$ cat config.mk
export PLATFORM = sky130hd
export DESIGN_NAME = vga_scan_driver
export DESIGN_NICKNAME = d
export VERILOG_FILES = /design/src/rtl/vga_scan_driver.sv
export SDC_FILE = /design/constraint.sdc
export NUM_CORES = 1
export LEC_CHECK = 0
export CORE_ASPECT_RATIO = 1.75
export CORE_MARGIN = 8
export CORE_UTILIZATION = 50
export DETAILED_ROUTE_END_ITERATION = 10
export PLACE_DENSITY = 0.89
export SLEW_MARGIN = 20
export SYNTH_ARGS = -nofsm -noshare
export SYNTH_HDL_FRONTEND = slang
export SYNTH_SLANG_ARGS = --single-unit
$ cat constraint.sdc
create_clock -name clk -period 4.6 [get_ports clk]
set_input_delay 0.46 -clock clk [delete_from_list [all_inputs] [get_ports clk]]
set_output_delay 0.46 -clock clk [all_outputs]
set_load 0.02 [all_outputs]
$ cat src/rtl/vga_scan_driver.sv
// VGA raster generator with a 1-clk registered output stage, so the colour and
// the sync pins reach the monitor aligned to the same pixel.
module vga_scan_driver #(
  parameter int clk_mhz    = 50,
  parameter int pixel_mhz  = 25,
  parameter int h_display  = 640,
  parameter int h_front    = 16,
  parameter int h_sync     = 96,
  parameter int h_back     = 48,
  parameter int v_display  = 480,
  parameter int v_front    = 10,
  parameter int v_sync     = 2,
  parameter int v_back     = 33,
  parameter bit hs_act_low = 1'b1,
  parameter bit vs_act_low = 1'b1,
  parameter int w_x        = 10,
  parameter int w_y        = 10,
  parameter int w_red      = 4,
  parameter int w_green    = 4,
  parameter int w_blue     = 4
) (
  input  logic               clk,
  input  logic               rst,
  output logic               pixel_en,
  output logic [w_x-1:0]     x,
  output logic [w_y-1:0]     y,
  output logic               display_on,
  output logic               frame_start,
  input  logic [w_red-1:0]   red_in,
  input  logic [w_green-1:0] green_in,
  input  logic [w_blue-1:0]  blue_in,
  output logic               vga_hs,
  output logic               vga_vs,
  output logic [w_red-1:0]   vga_r,
  output logic [w_green-1:0] vga_g,
  output logic [w_blue-1:0]  vga_b
);

  localparam int ratio   = clk_mhz / pixel_mhz;
  localparam int h_total = h_display + h_front + h_sync + h_back;
  localparam int v_total = v_display + v_front + v_sync + v_back;
  localparam int hw      = $clog2(h_total);
  localparam int vw      = $clog2(v_total);

  localparam logic [hw-1:0] h_last   = hw'(h_total - 1);
  localparam logic [hw-1:0] h_disp   = hw'(h_display);
  localparam logic [hw-1:0] hs_first = hw'(h_display + h_front);
  localparam logic [hw-1:0] hs_last  = hw'(h_display + h_front + h_sync - 1);
  localparam logic [vw-1:0] v_last   = vw'(v_total - 1);
  localparam logic [vw-1:0] v_disp   = vw'(v_display);
  localparam logic [vw-1:0] vs_first = vw'(v_display + v_front);
  localparam logic [vw-1:0] vs_last  = vw'(v_display + v_front + v_sync - 1);

  generate
    if ((clk_mhz % pixel_mhz) != 0 || clk_mhz < pixel_mhz) begin : g_bad_ratio
      $error("vga_scan_driver: clk_mhz must be a whole multiple of pixel_mhz");
    end
  endgenerate

  // Pixel-rate strobe: fires on the last clk of each pixel period.
  generate
    if (ratio == 1) begin : g_no_div
      assign pixel_en = 1'b1;
    end else begin : g_div
      localparam int dw = $clog2(ratio);
      localparam logic [dw-1:0] div_last = dw'(ratio - 1);
      logic [dw-1:0] div;

      always_ff @(posedge clk) begin
        if (rst)                 div <= '0;
        else if (div == div_last) div <= '0;
        else                     div <= div + dw'(1);
      end

      assign pixel_en = (div == div_last);
    end
  endgenerate

  logic [hw-1:0] hcnt;
  logic [vw-1:0] vcnt;

  always_ff @(posedge clk) begin
    if (rst) begin
      hcnt <= '0;
      vcnt <= '0;
    end else if (pixel_en) begin
      if (hcnt == h_last) begin
        hcnt <= '0;
        vcnt <= (vcnt == v_last) ? '0 : vcnt + vw'(1);
      end else begin
        hcnt <= hcnt + hw'(1);
      end
    end
  end

  logic hs_act;
  logic vs_act;

  always_comb begin
    display_on  = (hcnt < h_disp) && (vcnt < v_disp);
    x           = display_on ? w_x'(hcnt) : '0;
    y           = display_on ? w_y'(vcnt) : '0;
    frame_start = pixel_en && (hcnt == '0) && (vcnt == '0);
    hs_act      = (hcnt >= hs_first) && (hcnt <= hs_last);
    vs_act      = (vcnt >= vs_first) && (vcnt <= vs_last);
  end

  // Inactive sync level equals the act_low flag itself.
  always_ff @(posedge clk) begin
    if (rst) begin
      vga_hs <= hs_act_low;
      vga_vs <= vs_act_low;
      vga_r  <= '0;
      vga_g  <= '0;
      vga_b  <= '0;
    end else begin
      vga_hs <= hs_act ^ hs_act_low;
      vga_vs <= vs_act ^ vs_act_low;
      vga_r  <= display_on ? red_in   : '0;
      vga_g  <= display_on ? green_in : '0;
      vga_b  <= display_on ? blue_in  : '0;
    end
  end

endmodule
==> flow_summary.ini, run 1 <==
[synth]
syn_nets = 215
ys_top_cells_by_area = dfxtp_1 41%, and2_1 9.2%, nor4_1 3.7%
synthCells = 197
synth_edf_count = 0
synth_most_common_cell = dfxtp_1
syn_avg_cell_area_sq_um = 8.66
synthesis.area_sq_um = 1710
synth_seq_area_share_pct = 41.1
yosysTopAreaCellShare_pct = 41.1
yosysWarnings = 0
synthTopCellsByCount = 35 x dfxtp_1, 25 x and2_1, 14 x nor2_1
async_flop_share_pct = 0
synth_cell_types = 39
ys.flop_type = dfxtp_1
yosysTopAreaCell = dfxtp_1
synth_seq_cells = 35

[global_routing]
antenna_found_initial = 0
grt_max_degree = 21
grt_pass1_vias = 1567
grt_pass1_wl_mm = 7.40
grt_util_all_layers_pct = 17.2
overflow = 0

[clocking]
cts_tree = yes
postCtsSetupRepairBufs = 0
cts_hold_buf = 0
htree_levels = 2
clk_pin_slew_ns = 0.07
worst_skew_pair.late_latency_ns = 0.29
cts_resized = 0
clock_path_buffers = 2
cts_root_buffer = clkbuf_8
cts_buffers = 5
cts.sinks = 35

[sta]
finalHoldViolations = 0
final.setup_skew_ns = 0.00753
setup_viol = 0
whs_ns = 0.490
slew_headroom_pct = 57.9
setup_tns_ns = 0
fin_crit_ns = 2.82
clock.fmax_mhz = 354
rsz0062_at_grt = false
tightestPinTransition_ns = 0.628
finalCritPeriodShare_pct = 61.4
maxSlewViolCount = 0

[die]
start_util_pct = 51.3
io_pins = 51
die_w_um = 60.2
die_height_um = 93.3
design.core.area_sq_um = 3330
fp-row-count = 28
dieArea_sq_um = 5610

[detailed_routing]
postRouteAntennaNets = 0
initialDrtViolationCount = 65
viasPerCell = 5.36
dr.pass1.iters = 5
drc_errors = 0
wl_per_cell_um = 15.8
routed_wl_mm = 4.51
vias = 1527

[pwr]
cellPowerDensity_nw_per_um2 = 273
ir_worst_vdd_v = 0.000282
leakagePower_uw = 0.000781
clkPwrFrac_pct = 38.1
p_sw_share_pct = 24.5
power.switching_uw = 152
p_comb_share_pct = 10.5
power.internal_uw = 468
pwr-share-seq_pct = 51.4

[final_layout]
drive_above_1_share_pct = 7.92
syn2layout_area_growth_pct = 33.1
fin_nets = 257
fill_cells = 270
fin_util_pct = 68.3
diodes = 0

[place]
io_buffers = 49
place_hpwl_mm = 3.40
place.gp.congestion = 0.866

[flow_run]
max-cap-violations = 0

[min_path]
hold_class = reg2reg

[critical_path]
crit_required_ns = 4.14
end_kind = primary output
start_kind = flop
arrival_ns = 2.36
criticalPathCategory = reg2out
crit_fanout = 15

[status]
status = finished clean
==> worst paths after layout <==
check,to,slack (ns),from,cells after the start
worst max register to register,vcnt[8],2.40,hcnt[0],5
worst min-delay path,vga_vs,0.49,vcnt[1],1
worst max-delay path,x[3],1.78,vcnt[7],4
worst min register to register,vga_vs,0.49,vcnt[1],1
==> cell usage in the layout (no fill, tap or decap), types with 2 or more instances in the layout <==
cell type        synthesis  layout
clkdlybuf4s50_1          0      49
nor2_1                  14      14
inv_1                    6       6
and2_1                  25      25
nand2b_1                 2       2
nor3_1                   3       2
a21oi_1                  9       9
xnor2_1                  5       5
ha_1                     4       4
nand2_1                  9       9
or4_4                    2       2
nand4_1                  7       7
and3_1                   4       4
nor4_1                  10      10
dfxtp_1                 35      35
xor2_1                   4       4
o21ai_0                  6       6
clkbuf_8                 1       6
nand3_1                 11      11
and2_2                   2       2
or3_1                    8       8
==> registers in the layout (all words and copies together) (netlist names) <==
signal	cells
vga_vs	1
vcnt	10
vga_hs	1
vga_b	4
pixel_en	1
vga_g	4
vga_r	4
hcnt	10
==> metal layers <==
layer	vias to the layer above	GRT usage [%]	routed length [um]
met4	0	8.02	114
li1	763	-	-
met3	10	4.26	212
met5	-	0	0
met2	39	33.5	2620
met1	715	15.3	1570
==> metrics by stage <==
| stage | total power, uW | instance area (sq um) | cells | worst slack (ns) |
|---|---|---|---|---|
| 3_3_place_gp | 389 | 2170 | 277 | 1.80 |
| 6_report | 620 | 2270 | 285 | 1.78 |
| 4_1_cts | 628 | 2270 | 285 | 1.41 |
| 2_1_floorplan | 356 | 1710 | 197 | 2.49 |
| 3_5_place_dp | 391 | 2170 | 277 | 1.74 |
| 5_1_grt | 647 | 2270 | 285 | 1.61 |
==> power groups by stage <==
stage | Combinational (uW) | Clock [uW] | Sequential [uW]
CTS | 66.3 | 243 | 319
global route | 69.8 | 257 | 320
finish | 65.3 | 236 | 319
global placement | 63.5 | 0 | 325
floorplan | 26.6 | 0 | 330
detailed placement | 65.7 | 0 | 326
==> critical path, stage by stage (launching register included) <==
cell             delay (ns)
dfxtp_1                0.35
and4_1                 0.31
nor3_2                 0.56
and2_2                 0.25
clkdlybuf4s50_1        0.60
==> cell type report <==
class | instances | area, sq um | area share (%)
tap | 45 | 56.3 | 2.48
multi-input combinational | 141 | 896 | 39.4
timing repair buffer | 50 | 498 | 21.9
sequential | 35 | 701 | 30.8
clock buffer | 6 | 82.6 | 3.63
inverter | 6 | 22.5 | 0.991
clock inverter | 2 | 16.3 | 0.716
==> logic make-up (layout without fill, tap and decap cells) <==
family,count (synthesis),count (layout),share of synthesized area [%]
xor+xnor,9,9,4.62
other cells,1,1,0.220
flops,35,35,41.1
buf+inv,21,64,6.74
compound gates,21,21,7.11
simple gates,106,106,37.3
fa+ha+maj,4,4,2.93
Note: power is estimated with default switching activity, not from simulation.
==> run 2: changes to the inputs <==
--- a/config.mk
+++ b/config.mk
@@ -7,9 +7,9 @@
 export LEC_CHECK = 0
 export CORE_ASPECT_RATIO = 1.75
 export CORE_MARGIN = 8
-export CORE_UTILIZATION = 50
+export CORE_UTILIZATION = 42
 export DETAILED_ROUTE_END_ITERATION = 10
-export PLACE_DENSITY = 0.89
+export PLACE_DENSITY = 0.8
 export SLEW_MARGIN = 20
 export SYNTH_ARGS = -nofsm -noshare
 export SYNTH_HDL_FRONTEND = slang
==> constraint.sdc (replaced) <==
create_clock -name clk -period 2.4 [get_ports clk]
set_input_delay 0.24 -clock clk [delete_from_list [all_inputs] [get_ports clk]]
set_output_delay 0.24 -clock clk [all_outputs]
set_load 0.02 [all_outputs]
==> run 2 against run 1 <==
  * Global-route usage is 4.0 points lower
  * Design area is 4.0% higher
  * Die area rose by 15%
  * Non-clock buffer count up 10
  * Power grew 99%
  * Sequential power increased by 90%
  * Combinational power up 100%
  * Sequential share of layout area down 1.2 points
  * Via count up 0.59%
  * Critical path type unchanged
==> flow_summary.ini, run 2 (synthesis gave the netlist of run 1 again) <==
[clocking]
cts_hold_buf = 0
cts_tree = yes
postCtsSetupRepairBufs = 0
cts_root_buffer = clkbuf_8
clock_path_buffers = 2
cts.sinks = 35
cts_buffers = 5
worst_skew_pair.late_latency_ns = 0.28
clk_pin_slew_ns = 0.07
htree_levels = 2

[critical_path]
crit_required_ns = 2.16
arrival_ns = 2.05
crit_start = hcnt[8]
end_kind = primary output
crit_fanout = 10
criticalPathCategory = reg2out
rr_startpoint = hcnt[0]
start_kind = flop

[detailed_routing]
routed_wl_mm = 4.29
postRouteAntennaNets = 0
wl_per_cell_um = 14.5
vias = 1536
viasPerCell = 5.17
drc_errors = 0
dr.pass1.iters = 4
initialDrtViolationCount = 56

[pwr]
clkPwrFrac_pct = 40.3
pwr-share-seq_pct = 49.0
power.switching_uw = 265
power.internal_uw = 972
p_sw_share_pct = 21.4
leakagePower_uw = 0.000919
power_uw = 1240
cellPowerDensity_nw_per_um2 = 524
ir_worst_vdd_v = 0.000526
p_comb_share_pct = 10.7

[place]
io_buffers = 49
place_hpwl_mm = 3.26
place.gp.congestion = 0.858

[global_routing]
grt_pass1_wl_mm = 6.87
overflow = 0
antenna_found_initial = 0
grt_pass1_vias = 1475
grt_max_degree = 21
grt_util_all_layers_pct = 13.3

[final_layout]
fin_nets = 267
reg_top3 = hcnt (10), vcnt (10)
drive_above_1_share_pct = 10.8
layout_common_cells = 43 x clkdlybuf4s50_1, 35 x dfxtp_1, 25 x and2_1
syn2layout_area_growth_pct = 38.4
final_common_cell = clkdlybuf4s50_1
diodes = 0

[sta]
clock.fmax_mhz = 436
finalCritPeriodShare_pct = 95.5
final.setup_skew_ns = 0.00376
finalHoldViolations = 0
setup_viol = 0
rsz0062_at_grt = false
fin_crit_ns = 2.29
maxSlewViolCount = 0
setup_tns_ns = 0

[flow_run]
max-cap-violations = 0

[die]
die_height_um = 100
io_pins = 51
start_util_pct = 43.7
fp-row-count = 30
dieArea_sq_um = 6440
design.core.area_sq_um = 3900
die_w_um = 64.2

[min_path]
min_from = vcnt[1]
hold_class = reg2reg

[status]
status = finished clean
[run 2: final cells by class]
| cell class | count | area, sq um |
|---|---|---|
| clock buffers | 6 | 72.6 |
| clock inverters | 1 | 30.0 |
| fillers | 351 | 1540 |
| inverters | 6 | 22.5 |
| multi-input cells | 141 | 896 |
| flip-flops and latches | 35 | 701 |
| well taps | 48 | 60.1 |
| repair buffers | 60 | 581 |
[run 2: power groups by stage]
| stage | Sequential [uW] | Clock, uW | Combinational, uW |
|---|---|---|---|
| after detailed placement | 619 | 0 | 135 |
| after global placement | 618 | 0 | 135 |
| final | 606 | 499 | 132 |
| after global routing | 607 | 541 | 144 |
| after CTS | 606 | 512 | 134 |
| after floorplan | 632 | 0 | 50.9 |
[run 2: worst paths after layout]
| check | to | slack, ns | cells past startpoint |
|---|---|---|---|
| max reg2reg | vcnt[5] | 0.28 | 5 |
| max | x[7] | 0.11 | 5 |
| min | vga_vs | 0.47 | 1 |
| min reg2reg | vga_vs | 0.47 | 1 |
[run 2: through the flow]
step | util, % | setup slack, ns | instances | cell area, sq um | hold WS (ns)
after floorplan | - | 0.492 | 197 | 1710 | 0.347
after global placement | 57.6 | 0.227 | 290 | 2250 | 0.447
after detailed placement | 57.6 | 0.231 | 290 | 2250 | 0.455
after CTS | 60.3 | 0.0839 | 297 | 2350 | 0.470
after global routing | 60.5 | 0.000274 | 297 | 2360 | 0.506
final | 60.5 | 0.107 | 297 | 2360 | 0.474
[run 2: worst max-delay path: stages (launching register included)]
cell and delay, ns:
dfxtp_1 0.39, o21a_1 0.29, nor3_2 0.17, buf_4 0.19
and2_1 0.13, clkdlybuf4s50_1 0.61
[run 2: repair_timing]
item / in CTS / in global routing
resized for setup: 3 / 4
pin swaps: 0 / 0
endpoints found under the setup margin: 4 / 4
[run 2: metal layers]
| layer | part of all wire, % | global-route usage, % | up-vias | wire, um |
|---|---|---|---|---|
| met5 | 0 | 0 | - | 0 |
| met1 | 39 | 13.6 | 715 | 1670 |
| li1 | - | - | 784 | - |
| met2 | 55 | 23.7 | 28 | 2340 |
| met3 | 3.3 | 2.90 | 9 | 142 |
| met4 | 3.3 | 7.94 | 0 | 140 |
